## config.mk

```make
export PLATFORM = sky130hd
export DESIGN_NAME = panel_write_arbiter
export DESIGN_NICKNAME = d
export VERILOG_FILES = /design/src/rtl/panel_bus_pkg.sv /design/src/rtl/panel_write_arbiter_rr_pick.sv /design/src/rtl/panel_write_arbiter.sv
export SDC_FILE = /design/constraint.sdc
export NUM_CORES = 1
export LEC_CHECK = 0
export ABC_AREA = 1
export ABC_CLOCK_PERIOD_IN_PS = 1700
export CAP_MARGIN = 10
export CORE_UTILIZATION = 38
export CTS_CLUSTER_DIAMETER = 30
export DETAILED_ROUTE_END_ITERATION = 7
export PLACE_DENSITY = 0.82
export SLEW_MARGIN = 30
export SYNTH_ARGS = -nofsm -noshare
export SYNTH_HDL_FRONTEND = slang
export SYNTH_SLANG_ARGS = --single-unit
export TNS_END_PERCENT = 20
```

## constraint.sdc

```tcl
create_clock -name clock -period 1.7 [get_ports clock]
set_input_delay 0.51 -clock clock [delete_from_list [all_inputs] [get_ports clock]]
set_output_delay 0.51 -clock clock [all_outputs]
set_load 0.05 [all_outputs]
```

## src/rtl/panel_bus_pkg.sv

```systemverilog
// Shared definitions for the ledpanel control write bus.
// Used by panel_write_arbiter and by every writer that drives the bus
// (udp_panel_writer, local test-pattern/status writers).
package panel_bus_pkg;

    localparam int NUM_PANELS   = 9;   // panel enable mask width
    localparam int PANEL_SEL_W  = 3;   // colour-memory select width
    localparam int PANEL_ADDR_W = 16;  // panel write address width
    localparam int PANEL_DATA_W = 24;  // [R][G][B], 8 bits each

    // Arbiter ownership state: nobody owns the bus, or one writer does.
    typedef enum logic {
        ARB_IDLE = 1'b0,
        ARB_OWN  = 1'b1
    } arb_state_e;

endpackage

```

## src/rtl/panel_write_arbiter_rr_pick.sv

```systemverilog
// rr_pick: combinational rotating-priority picker.
// Returns the first set bit of req searching upward from ptr with wrap,
// as a one-hot vector, plus a flag telling whether any bit was set.
module rr_pick #(
    parameter int N     = 2,
    parameter int PTR_W = 1
) (
    input  logic [N-1:0]     req,
    input  logic [PTR_W-1:0] ptr,
    output logic [N-1:0]     winner,
    output logic             found
);

    logic [PTR_W:0]   sum;
    logic [PTR_W-1:0] idx;

    // Walk the candidates in priority order ptr, ptr+1, ... and keep the first hit.
    always_comb begin
        // NOTE: every output of a combinational block gets a default before any
        // branch; a path that leaves a signal unassigned infers a latch.
        winner = '0;
        found  = 1'b0;
        sum    = '0;
        idx    = '0;
        for (int k = 0; k < N; k++) begin
            sum = {1'b0, ptr} + (PTR_W + 1)'(k);
            if (sum >= (PTR_W + 1)'(N)) begin
                sum = sum - (PTR_W + 1)'(N);
            end
            idx = sum[PTR_W-1:0];
            if (!found && req[idx]) begin
                winner[idx] = 1'b1;
                found       = 1'b1;
            end
        end
    end

endmodule

```

## src/rtl/panel_write_arbiter.sv

```systemverilog
// panel_write_arbiter: shares the ledpanel control write bus between NUM_REQ
// writers with round-robin ownership. An owner may hold req_lock to keep the
// bus across a multi-beat burst so panels never see interleaved frames.
// Configuration macro: PANEL_ARB_TIMEOUT_EN -- when defined, a locked owner
// that sends no beat for TIMEOUT consecutive cycles is forcibly released and
// timeout_err pulses; when undefined a locked owner holds the bus indefinitely.
module panel_write_arbiter
    import panel_bus_pkg::*;
#(
    parameter int NUM_REQ    = 2,
    parameter int NUM_PANELS = panel_bus_pkg::NUM_PANELS,
    parameter int ADDR_W     = PANEL_ADDR_W,
    parameter int DATA_W     = PANEL_DATA_W,
    parameter int SEL_W      = PANEL_SEL_W,
    parameter int TIMEOUT    = 4096
) (
    input  logic                         clock,
    input  logic                         reset,
    input  logic [NUM_REQ-1:0]           req_valid,
    input  logic [NUM_REQ-1:0]           req_lock,
    output logic [NUM_REQ-1:0]           req_ready,
    input  logic [NUM_REQ*NUM_PANELS-1:0] req_en,
    input  logic [NUM_REQ*SEL_W-1:0]     req_wr,
    input  logic [NUM_REQ*ADDR_W-1:0]    req_addr,
    input  logic [NUM_REQ*DATA_W-1:0]    req_wdat,
    output logic [NUM_PANELS-1:0]        ctrl_en,
    output logic [SEL_W-1:0]             ctrl_wr,
    output logic [ADDR_W-1:0]            ctrl_addr,
    output logic [DATA_W-1:0]            ctrl_wdat,
    output logic [NUM_REQ-1:0]           grant,
    output logic                         timeout_err
);

    localparam int PTR_W = (NUM_REQ > 1) ? $clog2(NUM_REQ) : 1;

    // Reject configurations outside the supported range at elaboration.
    if (NUM_REQ < 1 || NUM_REQ > 8) begin : g_bad_num_req
        $error("panel_write_arbiter: NUM_REQ must be 1..8");
    end
    if (TIMEOUT < 1 || TIMEOUT > 65535) begin : g_bad_timeout
        $error("panel_write_arbiter: TIMEOUT must be 1..65535");
    end

    arb_state_e          state_q, state_d;
    logic [NUM_REQ-1:0]  grant_q, grant_d;
    logic [PTR_W-1:0]    rr_q, rr_d;
    logic [NUM_PANELS-1:0] ctrl_en_q, ctrl_en_d;
    logic [SEL_W-1:0]    ctrl_wr_q, ctrl_wr_d;
    logic [ADDR_W-1:0]   ctrl_addr_q, ctrl_addr_d;
    logic [DATA_W-1:0]   ctrl_wdat_q, ctrl_wdat_d;
    logic                timeout_err_q, timeout_err_d;
`ifdef PANEL_ARB_TIMEOUT_EN
    localparam logic [15:0] TIMEOUT_LAST = 16'(TIMEOUT - 1);
    logic [15:0]         idle_cnt_q, idle_cnt_d;
`endif

    // Current owner's request, selected by the registered grant.
    logic [PTR_W-1:0]      owner_idx;
    logic                  own_valid;
    logic                  own_lock;
    logic [NUM_PANELS-1:0] own_en;
    logic [SEL_W-1:0]      own_wr;
    logic [ADDR_W-1:0]     own_addr;
    logic [DATA_W-1:0]     own_wdat;
    logic [PTR_W-1:0]      rr_next;
    logic                  rel;

    logic [NUM_REQ-1:0]    pick_onehot;
    logic                  pick_found;

    rr_pick #(
        .N     (NUM_REQ),
        .PTR_W (PTR_W)
    ) u_pick (
        .req    (req_valid),
        .ptr    (rr_q),
        .winner (pick_onehot),
        .found  (pick_found)
    );

    // Only the granted requester is ever visible to the arbiter.
    always_comb begin
        owner_idx = '0;
        own_valid = 1'b0;
        own_lock  = 1'b0;
        own_en    = '0;
        own_wr    = '0;
        own_addr  = '0;
        own_wdat  = '0;
        for (int i = 0; i < NUM_REQ; i++) begin
            if (grant_q[i]) begin
                owner_idx = owner_idx | PTR_W'(i);
                own_valid = own_valid | req_valid[i];
                own_lock  = own_lock  | req_lock[i];
                own_en    = own_en    | req_en[i*NUM_PANELS +: NUM_PANELS];
                own_wr    = own_wr    | req_wr[i*SEL_W +: SEL_W];
                own_addr  = own_addr  | req_addr[i*ADDR_W +: ADDR_W];
                own_wdat  = own_wdat  | req_wdat[i*DATA_W +: DATA_W];
            end
        end
        rr_next = (owner_idx == PTR_W'(NUM_REQ - 1)) ? '0 : owner_idx + PTR_W'(1);
    end

    // Ownership FSM next state: grant in IDLE, accept beats and release in OWN.
    always_comb begin
        state_d       = state_q;
        grant_d       = grant_q;
        rr_d          = rr_q;
        ctrl_en_d     = '0;
        ctrl_wr_d     = ctrl_wr_q;
        ctrl_addr_d   = ctrl_addr_q;
        ctrl_wdat_d   = ctrl_wdat_q;
        timeout_err_d = 1'b0;
        rel           = 1'b0;
`ifdef PANEL_ARB_TIMEOUT_EN
        idle_cnt_d    = idle_cnt_q;
`endif
        case (state_q)
            ARB_IDLE: begin
`ifdef PANEL_ARB_TIMEOUT_EN
                idle_cnt_d = '0;
`endif
                if (pick_found) begin
                    grant_d = pick_onehot;
                    state_d = ARB_OWN;
                end
            end
            ARB_OWN: begin
                if (own_valid) begin
                    // Owner is always ready while granted, so valid means accepted.
                    ctrl_en_d   = own_en;
                    ctrl_wr_d   = own_wr;
                    ctrl_addr_d = own_addr;
                    ctrl_wdat_d = own_wdat;
                    rel         = !own_lock;
`ifdef PANEL_ARB_TIMEOUT_EN
                    idle_cnt_d  = '0;
`endif
                end else if (!own_lock) begin
                    rel = 1'b1;
`ifdef PANEL_ARB_TIMEOUT_EN
                end else if (idle_cnt_q == TIMEOUT_LAST) begin
                    rel           = 1'b1;
                    timeout_err_d = 1'b1;
                end else begin
                    idle_cnt_d = idle_cnt_q + 16'd1;
`endif
                end
                if (rel) begin
                    state_d = ARB_IDLE;
                    grant_d = '0;
                    rr_d    = rr_next;
                end
            end
            default: begin
                state_d = ARB_IDLE;
                grant_d = '0;
            end
        endcase
    end

    // State and registered outputs; synchronous reset aborts any burst at once.
    always_ff @(posedge clock) begin
        // NOTE: flops use non-blocking assignment so every register samples the
        // pre-edge values, independent of statement order.
        if (reset) begin
            state_q       <= ARB_IDLE;
            grant_q       <= '0;
            rr_q          <= '0;
            ctrl_en_q     <= '0;
            ctrl_wr_q     <= '0;
            ctrl_addr_q   <= '0;
            ctrl_wdat_q   <= '0;
            timeout_err_q <= 1'b0;
`ifdef PANEL_ARB_TIMEOUT_EN
            idle_cnt_q    <= '0;
`endif
        end else begin
            state_q       <= state_d;
            grant_q       <= grant_d;
            rr_q          <= rr_d;
            ctrl_en_q     <= ctrl_en_d;
            ctrl_wr_q     <= ctrl_wr_d;
            ctrl_addr_q   <= ctrl_addr_d;
            ctrl_wdat_q   <= ctrl_wdat_d;
            timeout_err_q <= timeout_err_d;
`ifdef PANEL_ARB_TIMEOUT_EN
            idle_cnt_q    <= idle_cnt_d;
`endif
        end
    end

    assign req_ready   = grant_q;
    assign grant       = grant_q;
    assign ctrl_en     = ctrl_en_q;
    assign ctrl_wr     = ctrl_wr_q;
    assign ctrl_addr   = ctrl_addr_q;
    assign ctrl_wdat   = ctrl_wdat_q;
    assign timeout_err = timeout_err_q;

endmodule

```

==> results.py <==
metrics = {
    "run_status": {
        "status": "finished, final reports clean",
    },
    "synth": {
        "syn_nets": 595,
        "synth_top_area_frac": 0.397,
        "synth.area.top_cells": "dfxtp_1 40%, nand2_1 33%, nor2_1 12%, inv_1 6.1%, a21oi_1 2.1%",
        "netlist_area_um2": 2820,
        "synth_cell_types": 16,
        "ys_seq_area_frac": 0.397,
        "synth_warnings": 0,
        "syn_inst": 485,
        "syn_avg_cell_area_um2": 5.82,
        "synth_top_cell_by_area": "dfxtp_1",
        "ys_seq_elements": 56,
    },
    "detailed_routing": {
        "vias_per_cell": 4.35,
        "first_pass_iters": 4,
        "wl_per_cell_um": 11.0,
        "drt_iter0_drc": 112,
        "ant_nets": 0,
        "drc": 0,
        "finalWirelength_um": 8120,
        "dr_total_vias": 3222,
    },
    "power": {
        "vdd_drop_max_uv": 363,
        "power_leakage_nw": 2.59,
        "p_total_mw": 3.12,
        "power_density_nw_per_um2": 601,
    },
    "floorplanning": {
        "dieArea_um2": 7780,
        "coreArea_um2": 7210,
        "start_util": 0.391,
        "die_height_um": 88.2,
        "core.rowCount": 31,
        "fp.dieW_um": 88.2,
        "pin_count": 167,
    },
    "sta": {
        "setup_tns_ps": 0,
        "clock.fmax_mhz": 640,
        "drv_slew": 0,
        "finalCriticalPeriod_ps": 1560,
        "fin_skew_ps": 2.59,
        "hold_slack_ps": 500,
        "setup_violations": 0,
        "worst_slack_ps": 137,
        "period_share": 0.919,
        "hold_violations": 0,
        "rsz0062_at_grt": "no",
    },
    "hold_path": {
        "hp-start": "rr_q",
        "hold_depth": 2,
        "min_path_type": "reg2reg",
        "min_to": "rr_q",
    },
    "worst_setup_path": {
        "cp.arrival_ps": 1800,
        "required_ps": 1940,
        "reg2reg_to": "ctrl_addr[5]",
        "worstSetupPathType": "in2reg",
        "reg2reg_slack_ps": 340,
        "critical_path.max_fanout": 34,
        "cp-start-kind": "input pin",
        "r2r-start": "grant[1]",
        "crit_path_end_kind": "flop",
        "rr_worst_depth": 7,
        "critPathLaunch": "req_valid[1]",
    },
    "place": {
        "placed_area_um2": 5090,
        "gp_congestion": 0.761,
        "io_buffer_count": 165,
        "post-dp-hpwl_um": 6470,
        "dpl_worst_slack_ps": -145,
    },
    "run": {
        "max_cap_viol_count": 0,
    },
    "cells_and_area": {
        "final_area_um2": 5190,
        "syn_to_final_growth_pct": 83.8,
        "drive_above_1_share": 0.128,
        "diodes": 0,
        "layout.nets": 750,
    },
    "cts": {
        "cts_made_buffers": 5,
        "h-tree-depth": 2,
        "clkSinkCount": 56,
        "max-clock-path-buffers": 2,
        "cts_resized": 0,
        "cts-root-buf": "clkbuf_8",
        "path_clk_slew_ps": 90,
        "clk_latency_ps": 290,
        "post-cts-setup-buffer-count": 0,
        "cts_hold_buf": 0,
        "cts_tree": "built",
    },
    "grt": {
        "grt_max_degree": 53,
        "grtUsageTotal": 0.203,
        "antenna_found_initial": 0,
        "grt_pass1_vias": 3006,
        "grt.overflow.total": 0,
        "grt_pass1_wl_um": 12500,
    },
}
## worst max-delay path by stage
stage                                to  slack [ps]
final                      ctrl_addr[5]         140
after global routing         ctrl_wr[0]          40
after CTS                    ctrl_wr[0]         140
after detailed placement     ctrl_wr[0]        -140
after global placement    ctrl_addr[12]        -110
after floorplan            ctrl_addr[0]          60
## kinds of logic after synthesis
| kind of cell | after synthesis | synth area share |
|---|---|---|
| AOI/OAI and AO/OA | 14 | 0.0262 |
| buffers and inverters | 77 | 0.125 |
| DFF | 56 | 0.397 |
| other | 1 | 0.00133 |
| and+or+nand+nor | 337 | 0.451 |
## per-stage QoR
| step | utilization | cells |
|---|---|---|
| 2_1_floorplan | - | 485 |
| 3_3_place_gp | 0.706 | 732 |
| 3_5_place_dp | 0.706 | 732 |
| 4_1_cts | 0.719 | 740 |
| 5_1_grt | 0.719 | 740 |
| 6_report | 0.719 | 740 |
## routing by layer
layer | track usage | up-vias | wire (um)
met2 | 0.417 | 94 | 4320
met5 | 0 | - | 0
li1 | - | 1707 | -
met3 | 0.0537 | 10 | 577
met4 | 0.0557 | 0 | 101
met1 | 0.194 | 1411 | 3120
## layout make-up
type	count	area (um2)
Clock buffer	6	82.6
Clock inverter	2	10.0
Fill cell	591	2030
Inverter	48	180
Multi-Input combinational cell	352	1350
Sequential cell	56	1120
Tap cell	99	124
Timing Repair Buffer	177	2310
## power by group
| group | total (mW) | switching, mW | internal (mW) |
|---|---|---|---|
| combinational | 0.959 | 0.450 | 0.508 |
| clock | 0.731 | 0.404 | 0.326 |
| sequential | 1.43 | 0.0644 | 1.37 |
## state kept, by name, indices dropped and copies added, names as in the netlist
name,cells
ctrl_addr,16
ctrl_en,9
ctrl_wdat,24
ctrl_wr,3
grant,2
rr_q,1
state_q,1
## cells in the mapped netlist, drive strengths merged
master,n
nand2,245
dfxtp,56
clkbuf,10
o21ai,2
buf,19
nor2,87
nand3,4
and3,1
a21oi,12
conb,1
inv,48
## cell usage in the layout, fill, tap and decap left out
cell,count
buf_12,57
nor2_1,87
inv_1,46
a21oi_1,12
nand3_1,4
buf_4,11
clkinv_2,2
clkbuf_8,6
nand2_2,1
nand2_1,244
conb_1,1
and3_1,1
dfxtp_2,2
dfxtp_1,54
o21ai_2,1
o21ai_0,1
clkdlybuf4s50_1,109
inv_2,2
## critical path: stages
cell	delay (ps)
clkdlybuf4s50_1	490
inv_1	70
o21ai_2	140
nand2_2	90
buf_4	250
nand2_1	110
nand2_1	50
nor2_1	80
Power figures use the tool's default switching activity.
==> patch 1 (config.mk and constraints unchanged) <==
Add a define of `PANEL_ARB_TIMEOUT_EN`.
--- a/src/rtl/panel_write_arbiter.sv
+++ b/src/rtl/panel_write_arbiter.sv
@@ -6,2 +6,4 @@
 // timeout_err pulses; when undefined a locked owner holds the bus indefinitely.
+`define PANEL_ARB_TIMEOUT_EN
+
 module panel_write_arbiter
Function: no difference found for any inputs over 10 cycles, from zero or initial values and one cycle with reset high; that may be too few to reach the edited logic, so the function may still have changed.
==> patch 1 against the original RTL <==
Via count up 23%; sequential cell count up 17; final area up 18%; power up 44%; routed wire length up 41%; sequential power up 30%; worst setup slack worse by 0.060 ns; critical path type is now reg2reg; sequential share of layout area up 2.2 points; register-to-register slack worse by 0.26 ns; area after synthesis up 21%; highest routed layer unchanged.
==> patch 1: results (changes against the original RTL) <==
- The final weighted congestion of routability-driven global placement is 0.859 (+13%).
- The layout filler cell count is 662 (+12%).
- The final wirelength is 11.5 mm (+41%).
- The peak ir drop on the vdd network is 0.467 mV (+29%).
- The deepest clock path buffer count is 2 (unchanged).
- The per-instance average area after synthesis is 7.19 um2 (+23%).
- The later-pin clock latency in the skew report came to 0.34 ns (+0.05 ns).
- The H-tree depth is 3 (+1).
- The register clock-pin slew on the reported worst setup and hold paths came to 0.07 ns (-0.02 ns).
- The synthesis warning total is 0 (unchanged).
- The count of cells along the worst hold path is 2 (unchanged).
- The slack of the worst reg-to-reg path is 0.08 ns (-0.26 ns).
- The flip-flop count of the largest register after layout was 24 (unchanged).
- The share of layout cells above drive strength 1 came to 21.3% (+8.5 points).
- The largest net degree at the start of global routing is 53 (unchanged).
- The maximum net fanout on the critical path is 6 (-82%).
- The setup skew after layout was 0.00855 ns (+0.00596 ns).
- The leakage power is 2.29 nW (-12%).
- The number of clock buffers inserted by TritonCTS is 9 (+4).
- The synthesized netlist net count is 588 (-1.2%).
- The count of input and output buffers is 166 (+0.61%).
- The overall fraction of global-route tracks in use came to 23.5% (+3.2 points).
- The number of DRC markers after the initial detailed-route iteration is 160 (+43%).
- The first-pass GRT wire length is 17.9 mm (+43%).
- The run finished with clean final reports.
- The cell count after placement is 745 (+1.8%).
- The maximum single-stage delay on the critical path is 0.40 ns (-0.09 ns).
- The via count was 3961 (+23%).
- The start point of the critical path is idle_cnt_q[1].
- The worst-path cell with the longest stage delay is dfxtp_1.
- The arrival time reported for the critical path endpoint is 1.86 ns (+0.06 ns).
- The detailed placer's ending HPWL came to 8.58 mm (+33%).
- The family with the most delay on the worst path is simple AND/OR/NAND/NOR gates.
- The number of global-route vias before repair was 3898 (+30%).
- By area the synthesized netlist is led by dfxtp_1 43%, nand2_1 17%, a31oi_1 7.7%.
- Sorting the synthesized cells by how often they occur yields 157 x nand2_1, 73 x dfxtp_1, 42 x a31oi_1.
- The logic depth of the worst register-to-register path is 10 (+3).
- The part of the Yosys area used for sequential elements was 42.6% (+2.9 points).
- The launch point of the worst reg-to-reg path is idle_cnt_q[1].
- The cell area reported after detailed placement is 5830 um2 (+14%).
- In this run the critical register-to-register path is captured at idle_cnt_q[9].
- The end of the worst hold path is idle_cnt_q[11].
- In this run the most critical hold path is launched from idle_cnt_q[11].
- The number of nets in the layout is 763 (+1.7%).
- The count of distinct cell types in the synthesized netlist is 32 (+16).
- The tree is rooted in a clkbuf_8.
- The mean routed wirelength per cell came to 15.0 um (+37%).
- Relative to the synthesized area, the layout overhead comes to 79.1%.
==> patch 1: changes by cell type in the layout (fill, tap and decap cells not counted), moves of 5 or more <==
cell	unedited run	this run
nand3_1	4	16
inv_2	2	9
nor2_1	87	21
o21ai_0	1	39
a21oi_1	12	25
inv_1	46	19
nand2_1	244	156
buf_4	11	23
nand2_2	1	6
o21ai_1	0	8
dfxtp_1	54	71
a31oi_1	0	42
==> patch 1: tightest hold or removal path: cells and delay by family, from the launching register on <==
family | cells | cell delay, ns
AOI/OAI and AO/OA | 1 | 0.05
buffers and inverters | 1 | 0.05
DFF | 1 | 0.32
==> patch 1: stage by stage <==
step                      setup slack (ns)  hold WS (ns)  power [W]
after floorplan                      0.156         0.421    0.00246
final                               0.0772         0.456    0.00450
after CTS                           0.0158         0.463    0.00450
after detailed placement            -0.412         0.452    0.00314
after global routing               -0.0139         0.482    0.00468
after global placement              -0.290         0.433    0.00311
==> patch 1: worst max-delay path by stage <==
stage / depth (start not counted) / endpoint
2_1_floorplan: 11 / idle_cnt_q[10]
3_3_place_gp: 8 / ctrl_addr[5]
3_5_place_dp: 8 / ctrl_addr[8]
4_1_cts: 8 / ctrl_addr[8]
5_1_grt: 10 / idle_cnt_q[9]
6_report: 10 / idle_cnt_q[9]
==> patch 1: cells by family (layout without fill, tap and decap cells) <==
| family | after synthesis | in the layout | share of synthesized area [%] |
|---|---|---|---|
| XOR/XNOR | 2 | 2 | 0.511 |
| AND/OR/NAND/NOR | 219 | 219 | 27.3 |
| adder cells (fa/ha/maj) | 1 | 1 | 0.365 |
| flip-flops | 73 | 73 | 42.6 |
| AO/OA/AOI/OAI | 121 | 121 | 20.6 |
| buffers and inverters | 61 | 241 | 8.61 |
==> patch 1: area by class of cell <==
type | count | area (um2) | share of cell area [%]
timing repair buffer | 194 | 2500 | 40.7
multi-input combinational | 343 | 1720 | 28.1
clock inverter | 5 | 55.1 | 0.897
inverter | 31 | 124 | 2.02
tap | 108 | 135 | 2.20
clock buffer | 11 | 141 | 2.30
sequential | 73 | 1460 | 23.8
==> patch 1: what timing repair did <==
action,CTS,global route
resized for setup,3,13
setup buffers,1,2
pin swaps,1,3
cloned,0,1
endpoints found under the setup margin,7,71
==> patch 1: routing by layer <==
metal / vias up / share of wire [%] / global-route usage [%]
met5: - / 0 / 0
met3: 30 / 7.7 / 7.08
met2: 179 / 53 / 43.6
met4: 0 / 3.2 / 11.9
met1: 1821 / 36 / 23.6
li1: 1931 / - / -
==> patch 1: power by group <==
group,internal [W],switching (W)
clock network,0.000714,0.000655
registers,0.00178,0.0000787
logic,0.000639,0.000638
total,0.00313,0.00137
==> patch 2 (config.mk and constraints unchanged) <==
Without the edit above. Reset style: asynchronous (`reset`), changed in one clocked block. Comments in the files are not updated.
--- a/src/rtl/panel_write_arbiter.sv
+++ b/src/rtl/panel_write_arbiter.sv
@@ -162,3 +162,3 @@
     // State and registered outputs; synchronous reset aborts any burst at once.
-    always_ff @(posedge clock) begin
+    always_ff @(posedge clock or posedge reset) begin
         // NOTE: flops use non-blocking assignment so every register samples the
Function: differs if reset is asserted again (counterexample within 4 cycles, from zero or initial values and one cycle with reset high); with reset held inactive, the same outputs for 10 cycles.
==> patch 2 against the original RTL <==
Count of clock-buffer cells in the layout down 1; core utilization up 0.90 points; routed wire length up 3.3%; via count down 4.7%; sequential cell count unchanged; final area up 2.3%; die area up 2.3%; global-route usage up 1.8 points; area after synthesis up 2.3%; worst setup slack better by 0.027 ns; critical path type is now reg2out; largest cell class unchanged.
Power is not compared: it rests on default switching activity, and its combinational part moved more than twofold at a synthesized area within 25%.
==> patch 2: results (changes against the original RTL) <==
- The routed via count divided by cell count was 4.71 (+8.1%).
- The later-pin clock latency in the skew report is 0.30 ns.
- The synthesis warning total is 0 (unchanged).
- The peak ir drop on the vdd network is 0.897 mV.
- The number of resized instances in the post-cts repair step was 0 (unchanged).
- The number of nets in the layout is 662 (-12%).
- The part of the Yosys area used for sequential elements is 48.5% (+8.8 points).
- The number of global-route vias before repair is 3073 (+2.2%).
- The count of distinct cell types in the synthesized netlist is 15 (-1).
- The maximum net fanout on the critical path is 10 (-71%).
- The worst setup path is launched from a flip-flop.
- The number of DRC markers after the initial detailed-route iteration is 63 (-44%).
- By count the netlist is led by 243 x nand2_1, 56 x dfrtp_1, 47 x nand3_1.
- The detailed placer's ending HPWL is 6.59 mm (+1.9%).
- The final weighted congestion of routability-driven global placement is 0.808 (+6.1%).
- The maximum single-stage delay on the critical path is 0.54 ns (+0.05 ns).
- The register clock-pin slew on the reported worst setup and hold paths is 0.10 ns.
- The logic depth of the worst register-to-register path is 5 (-2).
- The setup skew after layout is 0.00385 ns (+0.00126 ns).
- The largest net degree at the start of global routing is 57 (+7.5%).
- The number of antenna violations at the first check in global routing is 0 (unchanged).
- The share of layout cells above drive strength 1 is 17.2% (+4.4 points).
- Yosys attributes the largest share of cell area to dfrtp_1 49%, nand2_1 32%, nand3_1 8.1%.
- The worst min-delay path category is reg2reg.
- The synthesized netlist net count is 505 (-15%).
- The family with the most delay on the worst path is flip-flops.
- The total setup buffers inserted after CTS was 0 (unchanged).
- The internal portion of total power is 0.00471 W.
- The most used flip-flop cell after synthesis is dfrtp_1.
- The share of synthesized registers carrying an async set or reset came to 100% (+100 points).
- The final wirelength is 8.39 mm (+3.3%).
- The first-pass GRT wire length came to 13.7 mm (+9.4%).
- The arrival time reported for the critical path endpoint is 1.03 ns (-0.77 ns).
- The overall fraction of global-route tracks in use is 22.1% (+1.8 points).
- The cell area reported after detailed placement is 5200 um2 (+2.0%).
- The layout filler cell count is 540 (-8.6%).
- The flow ran to the end, and the final reports show no timing, DRC or antenna violations.
- The count of cells along the worst hold path came to 2 (unchanged).
- The number of clock buffers inserted by TritonCTS came to 5 (unchanged).
- In this run the clock root is driven by a clkbuf_8.
- The worst-path cell with the longest stage delay is dfrtp_2.
patch 2: layout make-up:
cell class / count / share of cell area [%]
multi-input combinational: 306 / 24.1
tap: 99 / 2.33
clock buffer: 5 / 1.30
sequential: 56 / 26.5
timing repair buffer: 180 / 44.7
clock inverter: 3 / 0.801
inverter: 3 / 0.283
patch 2: worst paths after layout:
check,from,end,slack [ns]
min in group asynchronous,reset,ctrl_wdat[15],0.62
worst min register to register,ctrl_wdat[18],ctrl_wdat[18],0.54
max in group asynchronous,reset,grant[0],0.83
worst max register to register,grant[0],grant[1],0.39
worst max-delay path,grant[0],req_ready[0],0.16
worst min-delay path,ctrl_wdat[18],ctrl_wdat[18],0.54
patch 2: logic make-up (layout without fill, tap and decap cells):
group | count (synthesis) | count (layout) | synth area share [%]
other cells | 1 | 1 | 0.130
flops | 56 | 56 | 48.5
buf+inv | 33 | 191 | 7.23
simple gates | 293 | 293 | 40.7
compound gates | 12 | 12 | 3.42
patch 2: layer usage:
metal  global-route usage (%)  routed length, um  vias up
li1                         -                  -     1526
met4                     7.65                151        0
met5                        0                  0        -
met1                     23.3               3210     1425
met3                     5.08                587       13
met2                     42.9               4440      106
patch 2: worst reg2reg max path: stages, from the launching register on:
cell and delay [ns]:
dfrtp_2 0.54, buf_4 0.28, nand2_1 0.11, nand3_1 0.15
nand3_1 0.09, nand2_1 0.07
patch 2: power by group through the flow:
stage,clock network (W),logic [W],registers (W)
2_1_floorplan,0,0.00184,0.00343
3_3_place_gp,0,0.00549,0.00238
3_5_place_dp,0,0.00562,0.00240
4_1_cts,0.000881,0.00563,0.00238
5_1_grt,0.000938,0.00595,0.00243
6_report,0.000857,0.00557,0.00237
patch 2: through the flow:
| step | utilization [%] | worst slack, ns | cells |
|---|---|---|---|
| 2_1_floorplan | - | 0.245 | 395 |
| 3_3_place_gp | 71.3 | 0.0374 | 644 |
| 3_5_place_dp | 71.3 | -0.00365 | 644 |
| 4_1_cts | 72.8 | 0.140 | 652 |
| 5_1_grt | 72.8 | 0.111 | 652 |
| 6_report | 72.8 | 0.164 | 652 |
